## src/rtl/rv32i_fetch_decode_if.sv

```systemverilog
// Bundle between the fetch/decode core and its environment: instruction
// memory read port, PC redirect request and the decoded-instruction output.
//
// Signals:
//   mem_addr, mem_rstrb   core -> memory, word address and read strobe
//   mem_rdata             memory -> core, word valid the cycle after the strobe
//   redir_valid, redir_pc environment -> core, PC redirect request and target
//   out_valid, out_ready  decoded-instruction handshake
//   out_pc .. out_funct7  decoded fields
//   halted                core -> environment, SYSTEM instruction consumed
//
// Modports: master = the core, slave = memory / consumer side.
interface rv32i_fetch_decode_if #(
  parameter int ADDR_W = 8
);
  logic [ADDR_W-1:0] mem_addr;
  logic              mem_rstrb;
  logic [31:0]       mem_rdata;
  logic              redir_valid;
  logic [31:0]       redir_pc;
  logic              out_valid;
  logic              out_ready;
  logic [31:0]       out_pc;
  logic [31:0]       out_instr;
  logic [31:0]       out_imm;
  logic [3:0]        out_class;
  logic [4:0]        out_rd;
  logic [4:0]        out_rs1;
  logic [4:0]        out_rs2;
  logic [2:0]        out_funct3;
  logic [6:0]        out_funct7;
  logic              halted;

  modport master (
    output mem_addr, mem_rstrb,
    input  mem_rdata,
    input  redir_valid, redir_pc,
    output out_valid,
    input  out_ready,
    output out_pc, out_instr, out_imm, out_class,
    output out_rd, out_rs1, out_rs2, out_funct3, out_funct7,
    output halted
  );

  modport slave (
    input  mem_addr, mem_rstrb,
    output mem_rdata,
    output redir_valid, redir_pc,
    input  out_valid,
    output out_ready,
    input  out_pc, out_instr, out_imm, out_class,
    input  out_rd, out_rs1, out_rs2, out_funct3, out_funct7,
    input  halted
  );
endinterface

```

## src/rtl/rv32i_fetch_decode.sv

```systemverilog
// RV32I instruction fetch and decode front end.
// Fetches one word from a synchronous instruction memory, decodes class,
// immediate and fixed register fields, and presents the result on a
// valid/ready output. A SYSTEM instruction, once consumed, halts the block
// until reset.
//
// Ports:
//   clk        rising-edge clock
//   resetn     synchronous active-low reset
//   bus        rv32i_fetch_decode_if.master (memory, redirect, decoded output)
//   dbg_state  current FSM state (0 FETCH, 1 WAIT, 2 OUT, 3 HALT)
//
// Output handshake: out_valid is high exactly while an instruction is
// presented; the instruction is consumed on a rising edge where out_valid
// and out_ready are both high. While out_valid=1 and out_ready=0 every out_*
// field holds its value. out_valid does not depend on out_ready.
module rv32i_fetch_decode #(
  parameter int          ADDR_W   = 8,
  parameter logic [31:0] RESET_PC = 32'h0
) (
  input  logic                        clk,
  input  logic                        resetn,
  rv32i_fetch_decode_if.master        bus,
  output logic [1:0]                  dbg_state
);

  typedef enum logic [1:0] {
    ST_FETCH = 2'd0,
    ST_WAIT  = 2'd1,
    ST_OUT   = 2'd2,
    ST_HALT  = 2'd3
  } state_t;

  localparam logic [3:0] CLS_ALUREG  = 4'd0;
  localparam logic [3:0] CLS_ALUIMM  = 4'd1;
  localparam logic [3:0] CLS_LOAD    = 4'd2;
  localparam logic [3:0] CLS_STORE   = 4'd3;
  localparam logic [3:0] CLS_BRANCH  = 4'd4;
  localparam logic [3:0] CLS_JAL     = 4'd5;
  localparam logic [3:0] CLS_JALR    = 4'd6;
  localparam logic [3:0] CLS_LUI     = 4'd7;
  localparam logic [3:0] CLS_AUIPC   = 4'd8;
  localparam logic [3:0] CLS_FENCE   = 4'd9;
  localparam logic [3:0] CLS_SYSTEM  = 4'd10;
  localparam logic [3:0] CLS_ILLEGAL = 4'd15;

  state_t      state;
  state_t      state_nxt;
  logic [31:0] pc;
  logic [31:0] instr;
  logic [3:0]  cls;
  logic [31:0] imm;
  logic [31:0] redir_target;
  logic        accept;
  logic        is_system;
  logic        rstrb_c;
  logic        valid_c;
  logic        halted_c;

  // ---------------------------------------------------------------------
  // Decode of the instruction register
  // ---------------------------------------------------------------------
  always_comb begin
    cls = CLS_ILLEGAL;
    imm = 32'h0;
    unique case (instr[6:0])
      7'b0110011: cls = CLS_ALUREG;
      7'b0010011: cls = CLS_ALUIMM;
      7'b0000011: cls = CLS_LOAD;
      7'b0100011: cls = CLS_STORE;
      7'b1100011: cls = CLS_BRANCH;
      7'b1101111: cls = CLS_JAL;
      7'b1100111: cls = CLS_JALR;
      7'b0110111: cls = CLS_LUI;
      7'b0010111: cls = CLS_AUIPC;
      7'b0001111: cls = CLS_FENCE;
      7'b1110011: cls = CLS_SYSTEM;
      default:    cls = CLS_ILLEGAL;
    endcase

    unique case (cls)
      CLS_ALUIMM, CLS_LOAD, CLS_JALR, CLS_FENCE, CLS_SYSTEM:
        imm = {{20{instr[31]}}, instr[31:20]};
      CLS_STORE:
        imm = {{20{instr[31]}}, instr[31:25], instr[11:7]};
      CLS_BRANCH:
        imm = {{19{instr[31]}}, instr[31], instr[7], instr[30:25],
               instr[11:8], 1'b0};
      CLS_JAL:
        imm = {{11{instr[31]}}, instr[31], instr[19:12], instr[20],
               instr[30:21], 1'b0};
      CLS_LUI, CLS_AUIPC:
        imm = {instr[31:12], 12'h000};
      default:
        imm = 32'h0;
    endcase
  end

  assign is_system    = (cls == CLS_SYSTEM);
  assign accept       = (state == ST_OUT) && bus.out_ready;
  assign redir_target = bus.redir_pc & 32'hFFFF_FFFC;

  // ---------------------------------------------------------------------
  // FSM: state register
  // ---------------------------------------------------------------------
  always_ff @(posedge clk) begin
    if (!resetn) state <= ST_FETCH;
    else         state <= state_nxt;
  end

  // ---------------------------------------------------------------------
  // FSM: next state
  // A redirect abandons whatever fetch or presentation is in progress,
  // except that a consumed SYSTEM instruction still halts.
  // ---------------------------------------------------------------------
  always_comb begin
    state_nxt = state;
    unique case (state)
      ST_FETCH: state_nxt = bus.redir_valid ? ST_FETCH : ST_WAIT;
      ST_WAIT:  state_nxt = bus.redir_valid ? ST_FETCH : ST_OUT;
      ST_OUT: begin
        if (accept && is_system)           state_nxt = ST_HALT;
        else if (accept || bus.redir_valid) state_nxt = ST_FETCH;
        else                                state_nxt = ST_OUT;
      end
      ST_HALT:  state_nxt = ST_HALT;
      default:  state_nxt = ST_FETCH;
    endcase
  end

  // ---------------------------------------------------------------------
  // FSM: outputs
  // The strobe is gated by resetn so no read is issued while reset is held;
  // the first strobe lands in the first cycle with resetn=1.
  // ---------------------------------------------------------------------
  always_comb begin
    rstrb_c  = 1'b0;
    valid_c  = 1'b0;
    halted_c = 1'b0;
    unique case (state)
      ST_FETCH: rstrb_c  = resetn;
      ST_OUT:   valid_c  = 1'b1;
      ST_HALT:  halted_c = 1'b1;
      default:  ;
    endcase
  end

  // ---------------------------------------------------------------------
  // PC and instruction register
  // ---------------------------------------------------------------------
  always_ff @(posedge clk) begin
    if (!resetn) begin
      pc    <= RESET_PC;
      instr <= 32'h0000_0033;
    end else begin
      // A redirect in WAIT drops the word arriving this cycle.
      if (state == ST_WAIT && !bus.redir_valid)
        instr <= bus.mem_rdata;
      if (state != ST_HALT) begin
        if (bus.redir_valid)
          pc <= redir_target;
        else if (accept && !is_system)
          pc <= pc + 32'd4;
      end
    end
  end

  assign bus.mem_addr   = pc[ADDR_W+1:2];
  assign bus.mem_rstrb  = rstrb_c;
  assign bus.out_valid  = valid_c;
  assign bus.halted     = halted_c;
  assign bus.out_pc     = pc;
  assign bus.out_instr  = instr;
  assign bus.out_imm    = imm;
  assign bus.out_class  = cls;
  assign bus.out_rd     = instr[11:7];
  assign bus.out_rs1    = instr[19:15];
  assign bus.out_rs2    = instr[24:20];
  assign bus.out_funct3 = instr[14:12];
  assign bus.out_funct7 = instr[31:25];
  assign dbg_state      = state;

endmodule

```

## src/flat_wrapper.sv

```systemverilog
// flat-port wrapper written by rule: the top's interface ports become plain ports
module rv32i_fetch_decode_flat 
#(
  parameter int          ADDR_W   = 8,
  parameter logic [31:0] RESET_PC = 32'h0
)
  (clk, resetn, dbg_state, bus_mem_addr, bus_mem_rstrb, bus_mem_rdata, bus_redir_valid, bus_redir_pc, bus_out_valid, bus_out_ready, bus_out_pc, bus_out_instr, bus_out_imm, bus_out_class, bus_out_rd, bus_out_rs1, bus_out_rs2, bus_out_funct3, bus_out_funct7, bus_halted);
  rv32i_fetch_decode_if #(.ADDR_W(ADDR_W)) bus_i ();
  input  logic clk;
  input  logic resetn;
  output logic [1:0] dbg_state;
  output wire logic [$bits(bus_i.mem_addr)-1:0] bus_mem_addr;
  output wire logic [$bits(bus_i.mem_rstrb)-1:0] bus_mem_rstrb;
  input wire logic [$bits(bus_i.mem_rdata)-1:0] bus_mem_rdata;
  input wire logic [$bits(bus_i.redir_valid)-1:0] bus_redir_valid;
  input wire logic [$bits(bus_i.redir_pc)-1:0] bus_redir_pc;
  output wire logic [$bits(bus_i.out_valid)-1:0] bus_out_valid;
  input wire logic [$bits(bus_i.out_ready)-1:0] bus_out_ready;
  output wire logic [$bits(bus_i.out_pc)-1:0] bus_out_pc;
  output wire logic [$bits(bus_i.out_instr)-1:0] bus_out_instr;
  output wire logic [$bits(bus_i.out_imm)-1:0] bus_out_imm;
  output wire logic [$bits(bus_i.out_class)-1:0] bus_out_class;
  output wire logic [$bits(bus_i.out_rd)-1:0] bus_out_rd;
  output wire logic [$bits(bus_i.out_rs1)-1:0] bus_out_rs1;
  output wire logic [$bits(bus_i.out_rs2)-1:0] bus_out_rs2;
  output wire logic [$bits(bus_i.out_funct3)-1:0] bus_out_funct3;
  output wire logic [$bits(bus_i.out_funct7)-1:0] bus_out_funct7;
  output wire logic [$bits(bus_i.halted)-1:0] bus_halted;
  assign bus_mem_addr = bus_i.mem_addr;
  assign bus_mem_rstrb = bus_i.mem_rstrb;
  assign bus_i.mem_rdata = bus_mem_rdata;
  assign bus_i.redir_valid = bus_redir_valid;
  assign bus_i.redir_pc = bus_redir_pc;
  assign bus_out_valid = bus_i.out_valid;
  assign bus_i.out_ready = bus_out_ready;
  assign bus_out_pc = bus_i.out_pc;
  assign bus_out_instr = bus_i.out_instr;
  assign bus_out_imm = bus_i.out_imm;
  assign bus_out_class = bus_i.out_class;
  assign bus_out_rd = bus_i.out_rd;
  assign bus_out_rs1 = bus_i.out_rs1;
  assign bus_out_rs2 = bus_i.out_rs2;
  assign bus_out_funct3 = bus_i.out_funct3;
  assign bus_out_funct7 = bus_i.out_funct7;
  assign bus_halted = bus_i.halted;
  rv32i_fetch_decode #(.ADDR_W(ADDR_W), .RESET_PC(RESET_PC)) u_core (.clk(clk), .resetn(resetn), .bus(bus_i), .dbg_state(dbg_state));
endmodule
```

## config.mk

```make
export PLATFORM = sky130hd
export DESIGN_NAME = rv32i_fetch_decode_flat
export DESIGN_NICKNAME = d
export VERILOG_FILES = /design/src/rtl/rv32i_fetch_decode_if.sv /design/src/rtl/rv32i_fetch_decode.sv /design/src/flat_wrapper.sv
export SDC_FILE = /design/constraint.sdc
export NUM_CORES = 1
export LEC_CHECK = 0
export CORE_ASPECT_RATIO = 1.5
export CORE_MARGIN = 2
export CORE_UTILIZATION = 42
export CTS_BUF_LIST = sky130_fd_sc_hd__clkbuf_4 sky130_fd_sc_hd__clkbuf_8
export DETAILED_ROUTE_END_ITERATION = 12
export GPL_TIMING_DRIVEN = 0
export PLACE_DENSITY = 0.82
export SLEW_MARGIN = 20
export SYNTH_ARGS = -nofsm -noshare
export SYNTH_HDL_FRONTEND = slang
export SYNTH_SLANG_ARGS = --single-unit
```

## constraint.sdc

```tcl
create_clock -name clk -period 2.4 [get_ports clk]
set_input_delay 0.6 -clock clk [delete_from_list [all_inputs] [get_ports clk]]
set_output_delay 0.6 -clock clk [all_outputs]
set_load 0.02 [all_outputs]
```

Word level (Yosys, flattened, before mapping)
Index checks and enable logic that the tools add are counted.
Widths: inputs -> output; s select.
{ "word_totals": {"register_bits": 66, "word_cells": 53, "inputBits": 68} }
{ "classes": {"add_sub_neg": 1, "n_eq_ne": 25, "n_reduce_logical": 12, "muxes": 12} }
{ "ops": {"columns": ["operator", "n"], "rows": [
  ["$pmux 32 s5", 1],
  ["$mux 32", 2],
  ["$pmux 4 s11", 1],
  ["$add 32x3->32 const B", 1],
  ["$eq 7x7->1 const B", 4],
  ["$eq 7x6->1 const B", 3],
  ["$eq 4x3->1 const B", 4],
  ["$eq 7x5->1 const B", 2],
  ["$eq 4x4->1 const B", 3],
  ["$eq 4x2->1 const B", 2],
  ["$pmux 2 s4", 1],
  ["$eq 7x2->1 const B", 1],
  ["$eq 7x4->1 const B", 1],
  ["$mux 2", 3],
  ["$reduce_or 5->1", 1],
  ["$eq 2x2->1 const B", 2],
  ["$eq 4x1->1 const B", 1],
  ["$logic_and 1x1->1", 4],
  ["$mux 1", 4],
  ["$eq 2x1->1 const B", 1],
  ["$logic_not 1->1", 2],
  ["$logic_not 2->1", 1],
  ["$ne 2x2->1 const B", 1],
  ["$reduce_and 2->1", 1],
  ["other kinds (3)", 3]
]} }

Longest topological paths before layout
{ "logic_depth": {"ltp_word": 7, "depth_mapped": 7, "depth_no_buf": 6} }

Least setup slack after synthesis
Ideal clock, no wire load.
{ "synth_path": {"kind": "reg-to-output", "from": "register u_core.instr[3], in the netlist u_core.bus.out_instr[3]", "to": "output port bus_out_imm[20]", "path_slack_ps": -137, "stages_incl_launch_ff": 8, "n_path_buf": 2, "t_arrival_ps": 1937, "path_cell_list": "dfxtp_1 -> buf_2 -> or3b_2 -> a21boi_0 -> o21bai_1 -> a21oi_1 -> buf_2 -> a21o_1"} }
{ "synth_via": {"elab_chain_len": 5, "elab_cells_between_ends": 25} }
{ "synth_lines": {"columns": ["item", "line_no", "source"], "rows": [
  ["start: declaration", "rv32i_fetch_decode.sv:50", "logic [31:0] instr;"],
  ["start signal: assignment", "rv32i_fetch_decode.sv:158", "instr <= bus.mem_rdata;"],
  ["$eq 7x7->1 (tied with other cells)", "rv32i_fetch_decode.sv:66", "unique case (instr[6:0])"],
  ["$pmux 4 s11 *", "rv32i_fetch_decode.sv:66", null],
  ["$eq 4x1->1 (tied with other cells)", "rv32i_fetch_decode.sv:81", "unique case (cls)"],
  ["$reduce_or 5->1 / $reduce_or 2->1 (equally long branches)", "rv32i_fetch_decode.sv:81", null],
  ["$pmux 32 s5 *", "rv32i_fetch_decode.sv:81", null],
  ["end: declaration", "flat_wrapper.sv:21", "output wire logic [$bits(bus_i.out_imm)-1:0] bus_out_imm;"]
]} }
Every way passes the cells marked *; elsewhere a longest branch is shown, timed or not.

Worst setup path in the final report
{ "layout_path": {"from": "register u_core.instr[5], in the netlist u_core.bus.out_instr[5]", "to": "output port bus_out_imm[9]"} }
Same word-level chain as after synthesis.

==> results.sh <==
export IMPL_fp_dieH_um=124.1
export IMPL_worstReg2RegEnd="u_core.bus.out_pc[20]"
export IMPL_fillers=750
export IMPL_reg2reg_slack_ps=120
export IMPL_critPathTopFamily="simple AND/OR/NAND/NOR gates"
export IMPL_finalSetupViolCount=32
export IMPL_synth_warnings=0
export IMPL_critPathBufInv=3
export IMPL_endpoint_kind="primary output"
export IMPL_ir_worst_vdd_v=0.0003959
export IMPL_hold_path_class="reg -> reg"
export IMPL_path_max_fanout=6
export IMPL_vias=5281
export IMPL_io_buffers=199
export IMPL_seq_area_frac_synth_pct=31.70
export IMPL_drc=0
export IMPL_ys_types=60
export IMPL_crit_slowest_cell="or3b_4"
export IMPL_rr_startpoint="u_core.bus.out_pc[3]"
export IMPL_ys_ff_latch=64
export IMPL_syn2layout_area_growth_pct=68.89
export IMPL_syn_inst=562
export IMPL_start_util_pct=43.42
export IMPL_rsz0062_at_grt="true"
export IMPL_antenna_found_initial=0
export IMPL_finClkSkew_ps=11.25
export IMPL_grt_remaining_overflow=0
export IMPL_seqCellArea_sq_um=1296
export IMPL_syn_cell_area_sq_um=4041
export IMPL_crit_type="reg -> out"
export IMPL_multi_input_area_sq_um=2499
export IMPL_holdBufCountCts=0
export IMPL_fin_ws_ps=-323.0
export IMPL_crit_arrival_ps=2120
export IMPL_drt_iter0_markers=413
export IMPL_final_cell_area_sq_um=6825
export IMPL_cts_tree="done"
export IMPL_utilization_pct=73.33
export IMPL_ys_flop_type="dfxtp_1"
export IMPL_numCtsBuffers=9
export IMPL_worst_slew_margin_rel_pct=51.40
export IMPL_syn_avg_cell_area_sq_um=7.191
export IMPL_worstPathCellList="or3b_4, a21boi_4, o21bai_4, a21oi_4, buf_6, buf_6, and2_4, buf_6"
export IMPL_max_freq_mhz=367.2
export IMPL_async_flop_share_pct=0
export IMPL_insertion_delay_ps=370
export IMPL_row_count=43
export IMPL_clk_path_buf_depth=2
export IMPL_cp_depth=8
export IMPL_first_pass_iters=5
export IMPL_antenna_cells=0
export IMPL_routed_wl_um=17350
export IMPL_period_share_pct=113.5
export IMPL_clk_pin_slew_ps=70
export IMPL_place_area_sq_um=6183
export IMPL_max_slew_worst_pin_slew_ps=722.4
export IMPL_die_w_um=84.09
export IMPL_p_per_area_nw_per_um2=474.9
export IMPL_startpoint="u_core.bus.out_instr[5]"
export IMPL_viasPerCell=5.803
export IMPL_wl_per_cell_um=19.06
export IMPL_status="complete, but fails checks"
export IMPL_rr_worst_depth=6
export IMPL_final_nets=862
export IMPL_hold_ws_ps=497.6
export IMPL_violations="setup timing"
export IMPL_critical_path_endpoint="bus_out_imm[9]"
export IMPL_grt_pass1_wl_um=26030
export IMPL_io_pins=206
export IMPL_drv_cap=0
export IMPL_slowest_delay_ps=440
export IMPL_cp_start_kind="flip-flop"
export IMPL_worst_ep_required_time_ps=1800
export IMPL_total_power_mw=3.241
export IMPL_grt_max_degree=15
export IMPL_grt_pass1_vias=5181
export IMPL_min_period_ps=2723
export IMPL_drive_above_1_share_pct=21.43
export IMPL_cts_max_level=3
export IMPL_post_dp_hpwl_um=12590
export IMPL_synth_edff_count=0
export IMPL_die_area_sq_um=10440
export IMPL_gp_routability_congestion=0.9399
export IMPL_clock_sinks=64
export IMPL_ant_nets=0
export IMPL_finalHoldViolCount=0
export IMPL_grt_total_usage_pct=31.78
export IMPL_cts_root_buf="clkbuf_8"
export IMPL_path_common_cell="buf_6"
export IMPL_slew_viol_final=0
export IMPL_leakagePower_nw=2.812
export IMPL_core_area_sq_um=9308
-- worst min-delay path, stage by stage, from the launching register on --
cell	delay (ps)
dfxtp_1	330
nand2_1	60
a21oi_1	60
-- Yosys cell counts (5+ instances only) --
cell type / count / area [sq um]
nand2_1: 109 / 409.1
a21oi_1: 70 / 350.3
dfxtp_1: 64 / 1281
buf_4: 35 / 262.8
clkbuf_1: 31 / 116.4
nor2_1: 31 / 116.4
a21o_1: 23 / 172.7
nand3_1: 23 / 115.1
o21ai_0: 23 / 115.1
nor3_1: 16 / 80.08
a31oi_1: 8 / 50.05
a211oi_1: 7 / 52.55
a22o_1: 7 / 61.31
and2_1: 7 / 43.79
buf_2: 7 / 35.03
nand4_1: 7 / 43.79
o22ai_1: 7 / 43.79
nor4_1: 6 / 37.54
and3_1: 5 / 31.28
-- sequential cells by signal (all words and copies together) (netlist names) --
name / cells
u_core.bus.out_pc: 30
u_core.bus.out_instr: 32
u_core.dbg_state: 2
-- cell families after synthesis --
kind of cell	Yosys count	synth area share, %
muxes	4	0.9908
adders and majority gates	1	0.3095
and+or+nand+nor	231	27.68
DFF	64	31.70
other	1	0.09279
buffers and inverters	81	10.99
xor gates and xnor gates	1	0.2168
AOI/OAI and AO/OA	179	28.02
-- metal layers --
layer	up-vias	part of all wire [%]	global-route usage (%)
met4	0	4.6	19.15
met5	-	0	0
li1	2431	-	-
met3	69	8.3	6.826
met1	2431	35	31.92
met2	350	52	59.62
-- through the flow --
stage	std cells	worst slack, ps	setup TNS, ps
after floorplan	563	-2.927	-29.27
after global routing	910	-372.7	-7569
after detailed placement	874	-894.2	-27660
after CTS	908	-310.4	-5630
final	910	-323.0	-5556
after global placement	874	-896.1	-27630
-- area by class of cell --
cell class	instances	share of cell area, %
Buffer	71	6.599
Clock inverter	5	1.522
Clock buffer	11	2.126
Inverter	5	0.2750
Tap cell	112	2.053
Multi-Input combinational cell	419	36.61
Timing Repair Buffer	223	31.82
Sequential cell	64	18.99
-- repair_timing --
action	in CTS	in global routing
gates cloned	2	0
resized for setup	255	13
hold endpoints to repair	0	0
buffers inserted	20	3
setup endpoints to repair	39	45
pin swaps	13	6
-- layout by cell type, fill, tap and decap left out, types with 8 or more instances in the layout --
| cell type | Yosys | layout |
|---|---|---|
| clkbuf_1 | 31 | 22 |
| nor2_1 | 31 | 27 |
| buf_6 | 0 | 26 |
| nand2_1 | 109 | 107 |
| o21ai_0 | 23 | 21 |
| buf_4 | 35 | 67 |
| a21oi_1 | 70 | 64 |
| nand3_1 | 23 | 23 |
| clkbuf_8 | 0 | 10 |
| dfxtp_1 | 64 | 56 |
| nor3_1 | 16 | 14 |
| buf_2 | 7 | 8 |
| a21o_1 | 23 | 23 |
| a31oi_1 | 8 | 8 |
| clkdlybuf4s50_1 | 0 | 161 |
-- where the power goes --
part	total [mW]	leakage, nW	internal [mW]	switching [mW]
combinational	0.848	2.16	0.412	0.436
clock	1.19	0.127	0.730	0.463
sequential	1.20	0.525	1.11	0.0849
total	3.24	2.81	2.26	0.985
-- how the worst min path moves through the flow --
stage / start / to / slack [ps] / cells after the start
4_1_cts: u_core.bus.out_instr[16] / u_core.bus.out_instr[16] / 500 / 2
3_3_place_gp: u_core.bus.out_instr[15] / u_core.bus.out_instr[15] / 480 / 2
6_report: u_core.bus.out_instr[15] / u_core.bus.out_instr[15] / 500 / 2
2_1_floorplan: u_core.bus.out_instr[10] / u_core.bus.out_instr[10] / 560 / 2
3_5_place_dp: u_core.bus.out_instr[16] / u_core.bus.out_instr[16] / 490 / 2
5_1_grt: u_core.bus.out_instr[17] / u_core.bus.out_instr[17] / 540 / 2
Note: power is estimated with default switching activity, not from simulation.
